$ cat src/rtl/cpu_pipe_pkg.sv
// Shared definitions for the CPU inter-stage pipeline registers.
//   state_t    : occupancy state of a skid-mode stage (value equals entry count)
//   DATA_W_DEF : default payload width
package cpu_pipe_pkg;

    localparam int DATA_W_DEF = 32;

    typedef enum logic [1:0] {
        ST_EMPTY = 2'd0,
        ST_ONE   = 2'd1,
        ST_FULL  = 2'd2
    } state_t;

endpackage

$ cat src/rtl/pipe_slot.sv
// One payload register with load enable and asynchronous active-low clear.
//   clk   : clock
//   rst_n : async clear, active low (contents go to 0)
//   load  : capture d on the rising edge
//   d     : next payload
//   q     : held payload
module pipe_slot #(
    parameter int DATA_W = 32
) (
    input  logic              clk,
    input  logic              rst_n,
    input  logic              load,
    input  logic [DATA_W-1:0] d,
    output logic [DATA_W-1:0] q
);

    always_ff @(posedge clk or negedge rst_n) begin
        if (!rst_n)
            q <= '0;
        else if (load)
            q <= d;
    end

endmodule

$ cat src/rtl/pipe_stage_reg.sv
// Generic inter-stage pipeline register with valid/allowin handshake,
// per-stage ready_go, synchronous flush and an optional two-entry skid mode.
//   clk, rst     : clock, asynchronous active-low reset
//   in_valid     : upstream payload valid
//   in_allowin   : this stage accepts a payload this cycle
//   in_data      : upstream payload
//   ready_go     : this stage is done with the head entry
//   flush        : drop every held entry at the next edge
//   out_valid    : head valid and ready_go
//   out_allowin  : downstream accepts
//   out_data     : head payload
//   occ          : number of held entries (0..2)
// With SKID=1 the upstream allowin is a pure function of the state flop, so
// the allowin path does not chain combinationally through this stage.
module pipe_stage_reg
    import cpu_pipe_pkg::*;
#(
    parameter int DATA_W = DATA_W_DEF,
    parameter int SKID   = 0
) (
    input  logic              clk,
    input  logic              rst,
    input  logic              in_valid,
    output logic              in_allowin,
    input  logic [DATA_W-1:0] in_data,
    input  logic              ready_go,
    input  logic              flush,
    output logic              out_valid,
    input  logic              out_allowin,
    output logic [DATA_W-1:0] out_data,
    output logic [1:0]        occ
);

    logic              head_valid;
    logic              head_load;
    logic [DATA_W-1:0] head_d;
    logic              in_fire;
    logic              out_fire;

    assign out_valid = head_valid & ready_go;
    assign in_fire   = in_valid & in_allowin;
    assign out_fire  = out_valid & out_allowin;

    pipe_slot #(.DATA_W(DATA_W)) u_head (
        .clk   (clk),
        .rst_n (rst),
        .load  (head_load),
        .d     (head_d),
        .q     (out_data)
    );

    generate
        if (SKID == 0) begin : g_single
            assign in_allowin = !head_valid | (ready_go & out_allowin);

            always_ff @(posedge clk or negedge rst) begin
                if (!rst)
                    head_valid <= 1'b0;
                else if (flush)
                    head_valid <= 1'b0;
                else if (in_allowin)
                    head_valid <= in_valid;
            end

            // Flushed fires are discarded, so the data register is left alone.
            assign head_load = in_fire & !flush;
            assign head_d    = in_data;
            assign occ       = {1'b0, head_valid};
        end else if (SKID == 1) begin : g_skid
            state_t            state;
            state_t            state_nxt;
            logic              skid_load;
            logic [DATA_W-1:0] skid_q;

            pipe_slot #(.DATA_W(DATA_W)) u_skid (
                .clk   (clk),
                .rst_n (rst),
                .load  (skid_load),
                .d     (in_data),
                .q     (skid_q)
            );

            always_ff @(posedge clk or negedge rst) begin
                if (!rst)
                    state <= ST_EMPTY;
                else
                    state <= state_nxt;
            end

            always_comb begin
                state_nxt = state;
                head_load = 1'b0;
                skid_load = 1'b0;
                head_d    = in_data;
                if (flush) begin
                    state_nxt = ST_EMPTY;
                end else begin
                    unique case (state)
                        ST_EMPTY: begin
                            if (in_fire) begin
                                state_nxt = ST_ONE;
                                head_load = 1'b1;
                            end
                        end
                        ST_ONE: begin
                            if (in_fire && out_fire) begin
                                head_load = 1'b1;
                            end else if (in_fire) begin
                                state_nxt = ST_FULL;
                                skid_load = 1'b1;
                            end else if (out_fire) begin
                                state_nxt = ST_EMPTY;
                            end
                        end
                        ST_FULL: begin
                            // in_allowin is low here, so only the drain case exists.
                            if (out_fire) begin
                                state_nxt = ST_ONE;
                                head_load = 1'b1;
                                head_d    = skid_q;
                            end
                        end
                        default: state_nxt = ST_EMPTY;
                    endcase
                end
            end

            assign head_valid = (state != ST_EMPTY);
            assign in_allowin = (state != ST_FULL);
            assign occ        = state;
        end else begin : g_bad
            $error("pipe_stage_reg: SKID must be 0 or 1");
        end
    endgenerate

endmodule

$ cat config.mk
export PLATFORM = sky130hd
export DESIGN_NAME = pipe_stage_reg
export DESIGN_NICKNAME = d
export VERILOG_FILES = /design/src/rtl/cpu_pipe_pkg.sv /design/src/rtl/pipe_slot.sv /design/src/rtl/pipe_stage_reg.sv
export SDC_FILE = /design/constraint.sdc
export NUM_CORES = 1
export LEC_CHECK = 0
export ABC_AREA = 1
export CELL_PAD_IN_SITES_DETAIL_PLACEMENT = 0
export CELL_PAD_IN_SITES_GLOBAL_PLACEMENT = 1
export CORE_MARGIN = 1
export CORE_UTILIZATION = 29
export DETAILED_ROUTE_END_ITERATION = 8
export GPL_TIMING_DRIVEN = 0
export PLACE_DENSITY = 0.88
export SLEW_MARGIN = 20
export SYNTH_ARGS = -nofsm -noshare
export SYNTH_HDL_FRONTEND = slang
export SYNTH_SLANG_ARGS = --single-unit
$ cat constraint.sdc
create_clock -name clk -period 1.77 [get_ports clk]
set_input_delay 0.2655 -clock clk [delete_from_list [all_inputs] [get_ports clk]]
set_output_delay 0.2655 -clock clk [all_outputs]
set_load 0.01 [all_outputs]
Word level (Yosys, flattened, before mapping)
Index checks and enable logic that the tools add are counted.
W data, S select, Z words.

word-level totals
  output and inout port bits = 36
  flip-flop bits (word level) = 33
  word-level logic and storage cells = 12

cells by class
  bitwise logic cells = 5
  mux-type cells = 2
  reduce and logical (&&, ||, !) cells = 3

operators by type and width
  cell                count
  $and A1 B1 Y1       4
  $logic_not A1 Y1    2
  $mux W1             2
  $reduce_bool A2 Y1  1
  $or A1 B1 Y1        1

Longest topological paths before layout
Gate-level depths: netlist of run 1.

  depth in word-level cells = 4
  gate-level depth with buffers = 6
  mapped depth without buffers = 5

By module
Synthesis of run 1 repeated with hierarchy kept, for this count alone.

unflattened totals
  cell total of the unflattened synthesis = 149
  area total of the unflattened synthesis = 1,378.8 µm²

by module, submodules not included
  module          cells each  area an instance (µm²)  times used
  pipe_slot       136         1,292.5                 1
  pipe_stage_reg  13          86.3                    1

Worst setup path after synthesis of run 1
OpenSTA, ideal clock, no wires.

  path kind = flip-flop to output port
  from = register head_valid
  to = output port in_allowin
  arrival = 0.709 ns
  slack = 0.795 ns
  required time = 1.505 ns
  buffers on the path = 1
  stages on the path, launching flop included = 3
  cells stage by stage = dfrtp_1 > nand2_2 > buf_2

on the way
  cells in the longest elaborated chain, start to end = 2

RTL lines
  element                   RTL line              text
  start: declaration        pipe_stage_reg.sv:34  logic head_valid;
  start signal: assignment  pipe_stage_reg.sv:62  head_valid <= in_valid;
  $logic_not A1 Y1          pipe_stage_reg.sv:54  assign in_allowin = !head_valid | (ready_go & out_allowin);
  $or A1 B1 Y1              pipe_stage_reg.sv:54
  end: declaration          pipe_stage_reg.sv:24  output logic in_allowin,

Every way passes these cells.

Worst setup path in the final report of run 1
  from = input port ready_go
  to = output port in_allowin

on the way
  cells in the longest elaborated chain, start to end = 2

RTL lines
  element             RTL line              text
  start: declaration  pipe_stage_reg.sv:26  input logic ready_go,
  $and A1 B1 Y1       pipe_stage_reg.sv:54
  $or A1 B1 Y1        pipe_stage_reg.sv:54

Every way passes these cells.

==> out/metrics.yaml, run 1 <==
outcome:
  status: "completed"
route:
  drtAntennaViolNets: 0
  wl_met3_microns: 251
  routedLengthMet1_mm: 1.524
  route.final.wire_length_mm: 3.274
  post_drt_wl_per_cell_microns: 11.57
  number_of_vias_per_cell: 4.318
  via_count_of_the_routed_design: 1222
  drtIter0Drc: 70
  detailroute.wirelength.met2_mm: 1.484
  detail_route.drc_violations: 0
  highest_layer: "met4"
  drt-pass1-iter-count: 3
clock_network:
  cts_tree: "built"
  cts_sinks: 33
  h-tree-depth: 2
  cts_buffer_depth: 2
  clk_transition_reported_paths_ns: 0.06
  clk-insertion-delay-late_ns: 0.27
  clock-root-buffer: "clkbuf_8"
  num_cts_buffers: 5
sta:
  setup_viol_count_final: 0
  finalWorstSetupSlack_ns: 0.06837
  fin_setup_tns_ns: 0
  report.final.hold_viol_count: 0
  grt_setup_unrepaired: "no"
  final-max-slew-violation-count: 0
  post-route-period-util_pct: 96.14
  finalCriticalPeriod_ns: 1.702
  clock_skew_ns: 0.002829
  max_freq_mhz: 587.7
  worst_hold_slack_ns: 0.4679
placement:
  dpl_worst_slack_ns: -0.2349
  placement.cell_area_sq_um: 2163
  gpl.final_weighted_congestion: 0.6997
  dp.cells: 274
  io_buffer_count: 72
  dp.final_hpwl_mm: 2.302
logic_synthesis:
  yosys_warnings: 0
  yosysTopAreaCellShare_pct: 60.94
  synth_fp_nets: 187
  netlist_instances: 149
  synth_top_family_by_area: "simple AND/OR/NAND/NOR gates"
  synth-seq-cells: 33
  yosys.area.top_type: "dfrtp_1"
  post_synth.cell_area_avg_sq_um: 9.094
  yosys.area_share.simple_pct: 31.86
  post_synth_fa_ha_maj_area_fraction_pct: 0
  yosys.area_share.xor_xnor_pct: 0
  number_of_distinct_library_cells_after_synthesis: 11
  synth.top_cells.by_area: "dfrtp_1 (61%), nand2_1 (18%), nand3_1 (12%), buf_6 (2.5%), buf_2 (1.8%)"
  yosysSeqAreaShare_pct: 60.94
  synth.cell_area_sq_um: 1355
  synth-compound-area-share_pct: 0.3693
  yosys-mux-area-fraction_pct: 0
run:
  max_cap_viol_count: 0
hold_path:
  holdCritPathClass: "in -> async"
finish:
  area_delta_synth_final_pct: 66.85
  mostFrequentLayoutCells: "clkdlybuf4s50_1 (71), nand2_1 (66), dfrtp_1 (33)"
  final_util_pct: 51.22
  final_area_sq_um: 2261
  final_net_count: 268
  antennaDiodeCount: 0
  final_layout_size_suffix_gt1_share_pct: 9.091
  most_common_cell_after_layout_fill_and_taps_aside: "clkdlybuf4s50_1"
  layout.cells.non_filler: 283
setup_path:
  path_common_cell: "clkdlybuf4s50_1"
  timing_worst_setup_path_type: "in -> out"
  critical_path.n_buffers_inverters: 2
  reg2reg_slack_ns: 0.55
  critical_path.slowest_cell: "clkdlybuf4s50_1"
  worstReg2RegStart: "head_valid"
  crit_path_max_fanout: 2
  worst_r2r_endpoint: "u_head.q[13]"
  crit_path_max_incr_delay_ns: 0.53
  worst-r2r-cell-count: 6
  cp-start-kind: "input port"
  crit_chain: "clkdlybuf4s50_1, nand2_1, nand2_4, clkdlybuf4s50_1"
  timing.critical_path.max_delay_family: "buffers and inverters"
  worst-endpoint-required_ns: 1.50
  setup.worst_path.end_class: "output port"
  worst_ep_arrival_time_ns: 1.44
floorplanning:
  fp-row-count: 24
  floorplan.die.width_microns: 70.36
  fp.coreArea_sq_um: 4414
  start_util_pct: 30.70
  ios: 74
  die_area_sq_um: 4950
  die_height_microns: 70.36
power_and_ir_drop:
  vdd_ir_drop_max_mv: 0.4747
  cellPowerDensity_nw_per_um2: 900.5
  cellLeakagePower_nw: 1.098
  post-layout-total-power_mw: 2.036
global_route:
  overflow: 0
  globalRouteTotalUtil_pct: 14.22
  number_of_global_route_vias_before_repair: 1185
  antenna_found_initial: 0
  maximum_number_of_pins_on_one_net_before_global_route_repair: 18
  first_pass_grt_wire_length_mm: 5.478
-- state kept, by name (all words and copies together) (netlist names) --
name,flops
head_valid,1
u_head.q,32
-- cell type report --
cell class	instances	area, sq um
plain buffers	10	76.32
clock buffers	8	80.08
fillers	420	2153
inverters	2	7.507
multi-input cells	103	445.4
flip-flops and latches	33	825.8
well taps	52	65.06
repair buffers	75	760.7
-- what timing repair did --
action	4_1_cts	5_1_grt
resized for setup	1	0
setup endpoints to repair	1	0
hold buffers	1	0
buffers inserted	1	0
hold endpoints to repair	16	0
-- where the power goes --
| group | switching, mW | internal (mW) | total (mW) |
|---|---|---|---|
| clock network | 0.248 | 0.279 | 0.527 |
| logic | 0.232 | 0.344 | 0.577 |
| registers | 0.0621 | 0.870 | 0.933 |
-- Yosys cell counts --
master / number
buf_2: 5
nor2_4: 1
conb_1: 1
inv_1: 2
dfrtp_1: 33
buf_4: 3
buf_6: 3
nand2_1: 66
nand2_2: 2
a21oi_1: 1
nand3_1: 32
-- metal layers --
metal | vias up | GRT usage (%)
met5 | - | 0
met4 | 0 | 3.556
met3 | 4 | 6.205
met2 | 44 | 21.69
met1 | 545 | 18.42
li1 | 629 | -
-- logic make-up after synthesis --
group / after synthesis
buf+inv: 13
simple gates: 101
compound gates: 1
flops: 33
other cells: 1
-- how the worst max path moves through the flow --
stage	to	slack, ns	start	depth (start not counted)
after global placement	u_head.q[21]	-0.26	rst	1
final	in_allowin	0.07	ready_go	4
after floorplan	in_allowin	0.80	head_valid	2
after global routing	in_allowin	0.01	ready_go	4
after detailed placement	in_allowin	-0.23	ready_go	5
after CTS	in_allowin	0.05	ready_go	4
-- worst reg2reg max path, delay by kind of cell, from the launching register on --
family	cells	cell delay, ns
flip-flops	1	0.42
buffers and inverters	2	0.37
AND/OR/NAND/NOR	4	0.32
Power figures use the tool's default switching activity.
==> inputs of run 2 (changes only) <==
--- a/config.mk
+++ b/config.mk
@@ -5,11 +5,11 @@
 export SDC_FILE = /design/constraint.sdc
 export NUM_CORES = 1
 export LEC_CHECK = 0
-export ABC_AREA = 1
+export ABC_AREA = 0
 export CELL_PAD_IN_SITES_DETAIL_PLACEMENT = 0
 export CELL_PAD_IN_SITES_GLOBAL_PLACEMENT = 1
 export CORE_MARGIN = 1
-export CORE_UTILIZATION = 29
+export CORE_UTILIZATION = 31
 export DETAILED_ROUTE_END_ITERATION = 8
 export GPL_TIMING_DRIVEN = 0
 export PLACE_DENSITY = 0.88
==> run 2 against run 1 <==
Register-to-register slack lost 0.34 ns. Final cell count down 28%. Utilization increased by 2.5 points. Routed wire length is 21% lower. Synthesized area down 4.5%.
==> out/metrics.yaml, run 2 <==
clock_network:
  h-tree-depth: 2  # unchanged
  cts_sinks: 33  # unchanged
  cts_tree: "built"  # unchanged
  clock-root-buffer: "clkbuf_8"  # unchanged
  clk-insertion-delay-late_ns: 0.27  # about the same
  num_cts_buffers: 5  # unchanged
  cts-hold-fix-buffers: 0  # was 1
  clk_transition_reported_paths_ns: 0.06  # about the same
  cts_buffer_depth: 2  # unchanged
finish:
  antennaDiodeCount: 0  # unchanged
  register_bank_with_the_most_flops: "u_head.q"  # unchanged
  top_regs: "u_head.q: 32 flops, head_valid: 1 flops"  # unchanged
  final_layout_size_suffix_gt1_share_pct: 29.68  # was 9.091%
  most_common_cell_after_layout_fill_and_taps_aside: "clkdlybuf4s50_1"  # unchanged
  area_delta_synth_final_pct: 66.05  # was 66.85%
  final_util_pct: 53.71  # was 51.22%
  mostFrequentLayoutCells: "clkdlybuf4s50_1 (70), dfrtp_1 (33), mux2_2 (32)"  # was clkdlybuf4s50_1 (71), nand2_1 (66), dfrtp_1 (33)
  final_net_count: 194  # was 268
  largest_reg_flops: 32  # unchanged
logic_synthesis:
  synth.cell_area_sq_um: 1294  # was 1355 sq um
  yosysTopAreaCellShare_pct: 63.83  # was 60.94%
  post_synth.cell_area_avg_sq_um: 16.80  # was 9.094 sq um
  synth_edf_count: 0  # unchanged
  netlist_instances: 77  # was 149
  synth_most_common_cell: "dfrtp_1"  # was nand2_1
  synthTopCellsByCount: "dfrtp_1 (33), mux2_2 (32), buf_6 (3), buf_4 (2), nor2_1 (2)"  # was nand2_1 (66), dfrtp_1 (33), nand3_1 (32), buf_2 (5)
  synth_fp_nets: 115  # was 187
  yosys_warnings: 0  # unchanged
  number_of_distinct_library_cells_after_synthesis: 10  # was 11
  yosysSeqAreaShare_pct: 63.83  # was 60.94%
  synth.top_cells.by_area: "dfrtp_1 (64%), mux2_2 (28%), buf_6 (2.6%), a21boi_4 (1.5%), nor3b_4 (1.5%)"  # was dfrtp_1 (61%), nand2_1 (18%), nand3_1 (12%), buf_6 (2.5%), buf_2 (1.8%)
  synth-async-reset-ratio_pct: 100.0  # unchanged
  synth-seq-cells: 33  # unchanged
  synth_ff_type: "dfrtp_1"  # unchanged
  yosys.area.top_type: "dfrtp_1"  # unchanged
global_route:
  maximum_number_of_pins_on_one_net_before_global_route_repair: 34  # was 18
  globalRouteTotalUtil_pct: 12.85  # was 14.22%
  overflow: 0  # unchanged
  number_of_global_route_vias_before_repair: 914  # was 1185
  global_route.peak_usage_layer: "met2"  # unchanged
  gr-usage-met2_pct: 23.86  # was 21.69%
  grtUsageMet3_pct: 5.651  # was 6.205%
  grt_use_met1_pct: 12.57  # was 18.42%
  first_pass_grt_wire_length_mm: 4.126  # was 5.478 mm
  antenna_found_initial: 0  # unchanged
sta:
  clock_skew_ns: 0.006594  # was 0.002829 ns
  max_freq_mhz: 579.0  # was 587.7 MHz
  report.final.hold_viol_count: 0  # unchanged
  fin_setup_tns_ns: 0  # unchanged
  post-route-period-util_pct: 97.58  # was 96.14%
  worst_hold_slack_ns: 0.03678  # was 0.4679 ns
  final-max-slew-violation-count: 0  # unchanged
  relSlewSlack_pct: 53.61
  setup_viol_count_final: 0  # unchanged
  finalCriticalPeriod_ns: 1.727  # was 1.702 ns
  grt_setup_unrepaired: "no"  # unchanged
  finalWorstSetupSlack_ns: 0.04290  # was 0.06837 ns
  tightestPinTransition_ns: 0.6959
route:
  number_of_vias_per_cell: 4.283  # was 4.318
  drtAntennaViolNets: 0  # unchanged
  detail_route.drc_violations: 0  # unchanged
  route.final.wire_length_mm: 2.588  # was 3.274 mm
  via_count_of_the_routed_design: 878  # was 1222
  drtIter0Drc: 7  # was 70
  drt-pass1-iter-count: 2  # was 3
  post_drt_wl_per_cell_microns: 12.62  # was 11.57 microns
floorplanning:
  floorplan.die.width_microns: 66.60  # was 70.36 microns
  die_area_sq_um: 4436  # was 4950 sq um
  start_util_pct: 32.34  # was 30.70%
  die_height_microns: 66.60  # was 70.36 microns
  ios: 74  # unchanged
  fp-row-count: 23  # was 24
  fp.coreArea_sq_um: 4000  # was 4414 sq um
run:
  max_cap_viol_count: 0  # unchanged
placement:
  dp.final_hpwl_mm: 2.046  # was 2.302 mm
  io_buffer_count: 72  # unchanged
  dpl_worst_slack_ns: -0.1584  # was -0.2349 ns
  gpl.final_weighted_congestion: 0.6002  # was 0.6997
setup_path:
  worst_ep_arrival_time_ns: 1.46  # was 1.44 ns
  worst_setup_sp: "out_allowin"  # was ready_go
  timing_worst_setup_path_type: "in -> out"  # unchanged
  setup.worst_path.end_class: "output port"  # unchanged
  crit_path_max_fanout: 3  # was 2
  worst-endpoint-required_ns: 1.50  # about the same
  cp-start-kind: "input port"  # unchanged
  worstReg2RegStart: "head_valid"  # unchanged
outcome:
  status: "completed"  # unchanged
power_and_ir_drop:
  p_sw_mw: 0.4998  # was 0.5420 mW
  pwr-share-seq_pct: 46.2  # was 45.8%
  vdd_ir_drop_max_mv: 0.5662  # was 0.4747 mV
  intPower_mw: 1.572  # was 1.494 mW
  cellLeakagePower_nw: 0.8987  # was 1.098 nW
  share_clk_of_total_power_pct: 23.6  # was 25.9%
  cellPowerDensity_nw_per_um2: 964.4  # was 900.5 nW/um^2
  power_switching_share_pct: 24.12  # was 26.62%
  combinationalPowerShare_pct: 30.2  # was 28.3%
hold_path:
  holdCritPathClass: "in -> async"  # unchanged
[run 2: changes by cell type after synthesis, sizes merged, moves of 6 or more]
cell / before / now
buf: 11 / 5
mux2: 0 / 32
nand2: 68 / 0
nand3: 32 / 0
[run 2: per-stage QoR]
step	cell area, sq um	total power [mW]	instances
global route	2148	2.203	205
detailed placement	2072	1.607	199
global placement	2077	1.586	199
floorplan	1294	1.198	77
CTS	2146	2.110	205
finish	2148	2.072	205
[run 2: critical path: stages]
cell and delay (ns):
clkdlybuf4s50_1 0.44, a21boi_4 0.22, inv_1 0.06, clkdlybuf4s50_1 0.48
[run 2: cell families (layout without fill, tap and decap cells)]
kind of cell | count (synthesis) | count (layout) | synth area share [%]
flops | 33 | 33 | 63.83
mux | 32 | 32 | 27.85
buf+inv | 6 | 84 | 4.061
simple gates | 4 | 4 | 2.515
other cells | 1 | 1 | 0.2899
compound gates | 1 | 1 | 1.451
[run 2: timing repair]
action                     in CTS  in global routing
setup endpoints to repair       0                  1
buffers inserted                0                  0
resized for setup               0                  1
[run 2: worst paths after layout]
kind                                 to  slack (ns)  cells after the start
min reg2reg                 u_head.q[3]        0.50                      1
min in group clk            u_head.q[3]        0.50                      1
max                          in_allowin        0.04                      4
min                        u_head.q[19]        0.04                      1
max in group asynchronous  u_head.q[15]        1.29                      1
max reg2reg                u_head.q[30]        0.21                      4
[run 2: power by group through the flow]
stage	Clock (mW)	Sequential, mW	Combinational (mW)
finish	0.489	0.957	0.626
CTS	0.513	0.958	0.638
global route	0.556	0.975	0.673
floorplan	0	1.03	0.164
global placement	0	0.963	0.623
detailed placement	0	0.972	0.635
[run 2: cell type report]
class	count	area (sq um)
Clock inverter	1	5.005
Inverter	1	3.754
Buffer	5	48.80
Fill cell	341	1852
Multi-Input combinational cell	38	415.4
Timing Repair Buffer	72	718.2
Clock buffer	5	68.82
Sequential cell	33	825.8
Tap cell	50	62.56
[run 2: routing by layer]
metal | vias up | wire [microns] | part of all wire [%]
li1 | 419 | - | -
met1 | 411 | 948 | 37
met2 | 45 | 1363 | 53
met3 | 3 | 245 | 9.5
met4 | 0 | 30 | 1.2
met5 | - | 0 | 0
==> inputs of run 3 (changes only) <==
==> constraint.sdc (replaced) <==
create_clock -name clk -period 2.15 [get_ports clk]
set_input_delay 0.3225 -clock clk [delete_from_list [all_inputs] [get_ports clk]]
set_output_delay 0.3225 -clock clk [all_outputs]
set_load 0.01 [all_outputs]
==> run 3 against run 2 <==
Flip-flop and latch count unchanged. Register-to-register slack improved by 0.38 ns. Via count unchanged. Utilization decreased by 0.063 points. Non-clock buffer count unchanged. Power decreased by 18%. Hold slack improved by 0.057 ns. Global-route usage unchanged. Sequential share of layout area about the same. Critical path type unchanged.
==> out/metrics.yaml, run 3 (synthesis gave the netlist of run 2 again) <==
outcome:
  status: "completed"  # unchanged
route:
  number_of_vias_per_cell: 4.283  # unchanged
  detail_route.drc_violations: 0  # unchanged
  route.final.wire_length_mm: 2.590  # was 2.588 mm
  drtIter0Drc: 6  # was 7
  drt-pass1-iter-count: 2  # unchanged
  post_drt_wl_per_cell_microns: 12.63  # was 12.62 microns
  drtAntennaViolNets: 0  # unchanged
  via_count_of_the_routed_design: 878  # unchanged
clock_network:
  clk-insertion-delay-late_ns: 0.27  # about the same
  clk_transition_reported_paths_ns: 0.06  # about the same
  h-tree-depth: 2  # unchanged
  cts_setup_buffers: 0  # unchanged
  clock-root-buffer: "clkbuf_8"  # unchanged
  cts_sinks: 33  # unchanged
  cts-hold-fix-buffers: 0  # unchanged
  cts_buffer_depth: 2  # unchanged
  cts_tree: "built"  # unchanged
  num_cts_buffers: 5  # unchanged
  gates_resized_cts_repair: 0  # unchanged
floorplanning:
  start_util_pct: 32.34  # unchanged
  fp-row-count: 23  # unchanged
  die_height_microns: 66.60  # unchanged
  fp.coreArea_sq_um: 4000  # unchanged
  floorplan.die.width_microns: 66.60  # unchanged
  die_area_sq_um: 4436  # unchanged
  ios: 74  # unchanged
setup_path:
  worst_setup_sp: "out_allowin"  # unchanged
  worstReg2RegStart: "head_valid"  # unchanged
  worst_ep_arrival_time_ns: 1.52  # was 1.46 ns
  cp-start-kind: "input port"  # unchanged
  critical_path.slowest_cell: "clkdlybuf4s50_1"  # unchanged
  path_common_cell: "clkdlybuf4s50_1"  # unchanged
  timing.critical_path.max_delay_family: "buffers and inverters"  # unchanged
  worst-endpoint-required_ns: 1.83  # was 1.50 ns
  timing_worst_setup_path_type: "in -> out"  # unchanged
  setup.worst_path.end_class: "output port"  # unchanged
  crit_chain: "clkdlybuf4s50_1, a21boi_4, inv_1, clkdlybuf4s50_1"  # unchanged
  crit_path_max_fanout: 3  # unchanged
  crit_path_max_incr_delay_ns: 0.48  # about the same
  critical_path.n_buffers_inverters: 3  # unchanged
sta:
  post-route-period-util_pct: 85.63
  final-max-slew-violation-count: 0  # unchanged
  relSlewSlack_pct: 53.61  # unchanged
  finalCriticalPeriod_ns: 1.841
  report.final.hold_viol_count: 0  # unchanged
  setup_viol_count_final: 0  # unchanged
  fin_setup_tns_ns: 0  # unchanged
  grt_setup_unrepaired: "no"  # unchanged
  max_freq_mhz: 543.2
  clock_skew_ns: 0.006593  # was 0.006594 ns
  tightestPinTransition_ns: 0.6959  # unchanged
global_route:
  maximum_number_of_pins_on_one_net_before_global_route_repair: 34  # unchanged
  grt_use_met1_pct: 12.57  # unchanged
  first_pass_grt_wire_length_mm: 4.126  # unchanged
  antenna_found_initial: 0  # unchanged
  number_of_global_route_vias_before_repair: 914  # unchanged
  grtUsageMet3_pct: 5.651  # unchanged
  gr-usage-met2_pct: 23.86  # unchanged
  global_route.peak_usage_layer: "met2"  # unchanged
  globalRouteTotalUtil_pct: 12.85  # unchanged
  overflow: 0  # unchanged
finish:
  layout.cells.non_filler: 205  # unchanged
  final_util_pct: 53.64  # was 53.71%
  mostFrequentLayoutCells: "clkdlybuf4s50_1 (71), dfrtp_1 (33), mux2_2 (32)"  # was clkdlybuf4s50_1 (70), dfrtp_1 (33), mux2_2 (32)
  final_area_sq_um: 2146  # was 2148 sq um
  final_net_count: 194  # unchanged
  largest_reg_flops: 32  # unchanged
  final_layout_size_suffix_gt1_share_pct: 29.68  # unchanged
  top_regs: "u_head.q: 32 flops, head_valid: 1 flops"  # unchanged
  antennaDiodeCount: 0  # unchanged
  area_delta_synth_final_pct: 65.86  # was 66.05%
  most_common_cell_after_layout_fill_and_taps_aside: "clkdlybuf4s50_1"  # unchanged
  register_bank_with_the_most_flops: "u_head.q"  # unchanged
run:
  max_cap_viol_count: 0  # unchanged
power_and_ir_drop:
  post-layout-total-power_mw: 1.706  # was 2.072 mW
  cellLeakagePower_nw: 0.8829  # was 0.8987 nW
  cellPowerDensity_nw_per_um2: 795.0  # was 964.4 nW/um^2
  vdd_ir_drop_max_mv: 0.4661  # was 0.5662 mV
placement:
  dp.cells: 199  # unchanged
  io_buffer_count: 72  # unchanged
  dp.final_hpwl_mm: 2.046  # unchanged
  placement.cell_area_sq_um: 2072  # unchanged
  gpl.final_weighted_congestion: 0.6002  # unchanged
hold_path:
  holdCritPathClass: "in -> async"  # unchanged
[run 3: cell type report]
class | instances | area [sq um]
fillers | 342 | 1854
flip-flops and latches | 33 | 825.8
repair buffers | 72 | 715.7
multi-input cells | 38 | 415.4
clock buffers | 5 | 68.82
well taps | 50 | 62.56
plain buffers | 5 | 48.80
clock inverters | 1 | 5.005
inverters | 1 | 3.754
[run 3: where the power goes]
| part | internal, mW | total (mW) | switching (mW) |
|---|---|---|---|
| Clock | 0.212 | 0.402 | 0.190 |
| Combinational | 0.349 | 0.516 | 0.167 |
| Sequential | 0.734 | 0.788 | 0.0543 |
| Total | 1.29 | 1.71 | 0.412 |
[run 3: stage by stage]
step           setup WS, ns  hold WS [ns]
4_1_cts              0.2976        0.1097
6_report             0.3089       0.09378
2_1_floorplan        0.7240       0.02691
3_3_place_gp         0.2061        0.4896
5_1_grt              0.2623        0.1419
3_5_place_dp         0.1646        0.4085
[run 3: layer usage]
metal,vias up,routed length [microns],share of wire (%)
met5,-,0,0
met1,411,949,37
met4,0,30,1.2
li1,419,-,-
met3,3,245,9.5
met2,45,1364,53
[run 3: path summary, 6_finish.rpt]
check	end	slack [ns]	cells past startpoint
max	in_allowin	0.31	4
min	u_head.q[19]	0.09	1
max reg2reg	u_head.q[30]	0.59	4
min reg2reg	u_head.q[3]	0.50	1
max in group asynchronous	u_head.q[15]	1.61	1
min in group clk	u_head.q[3]	0.50	1
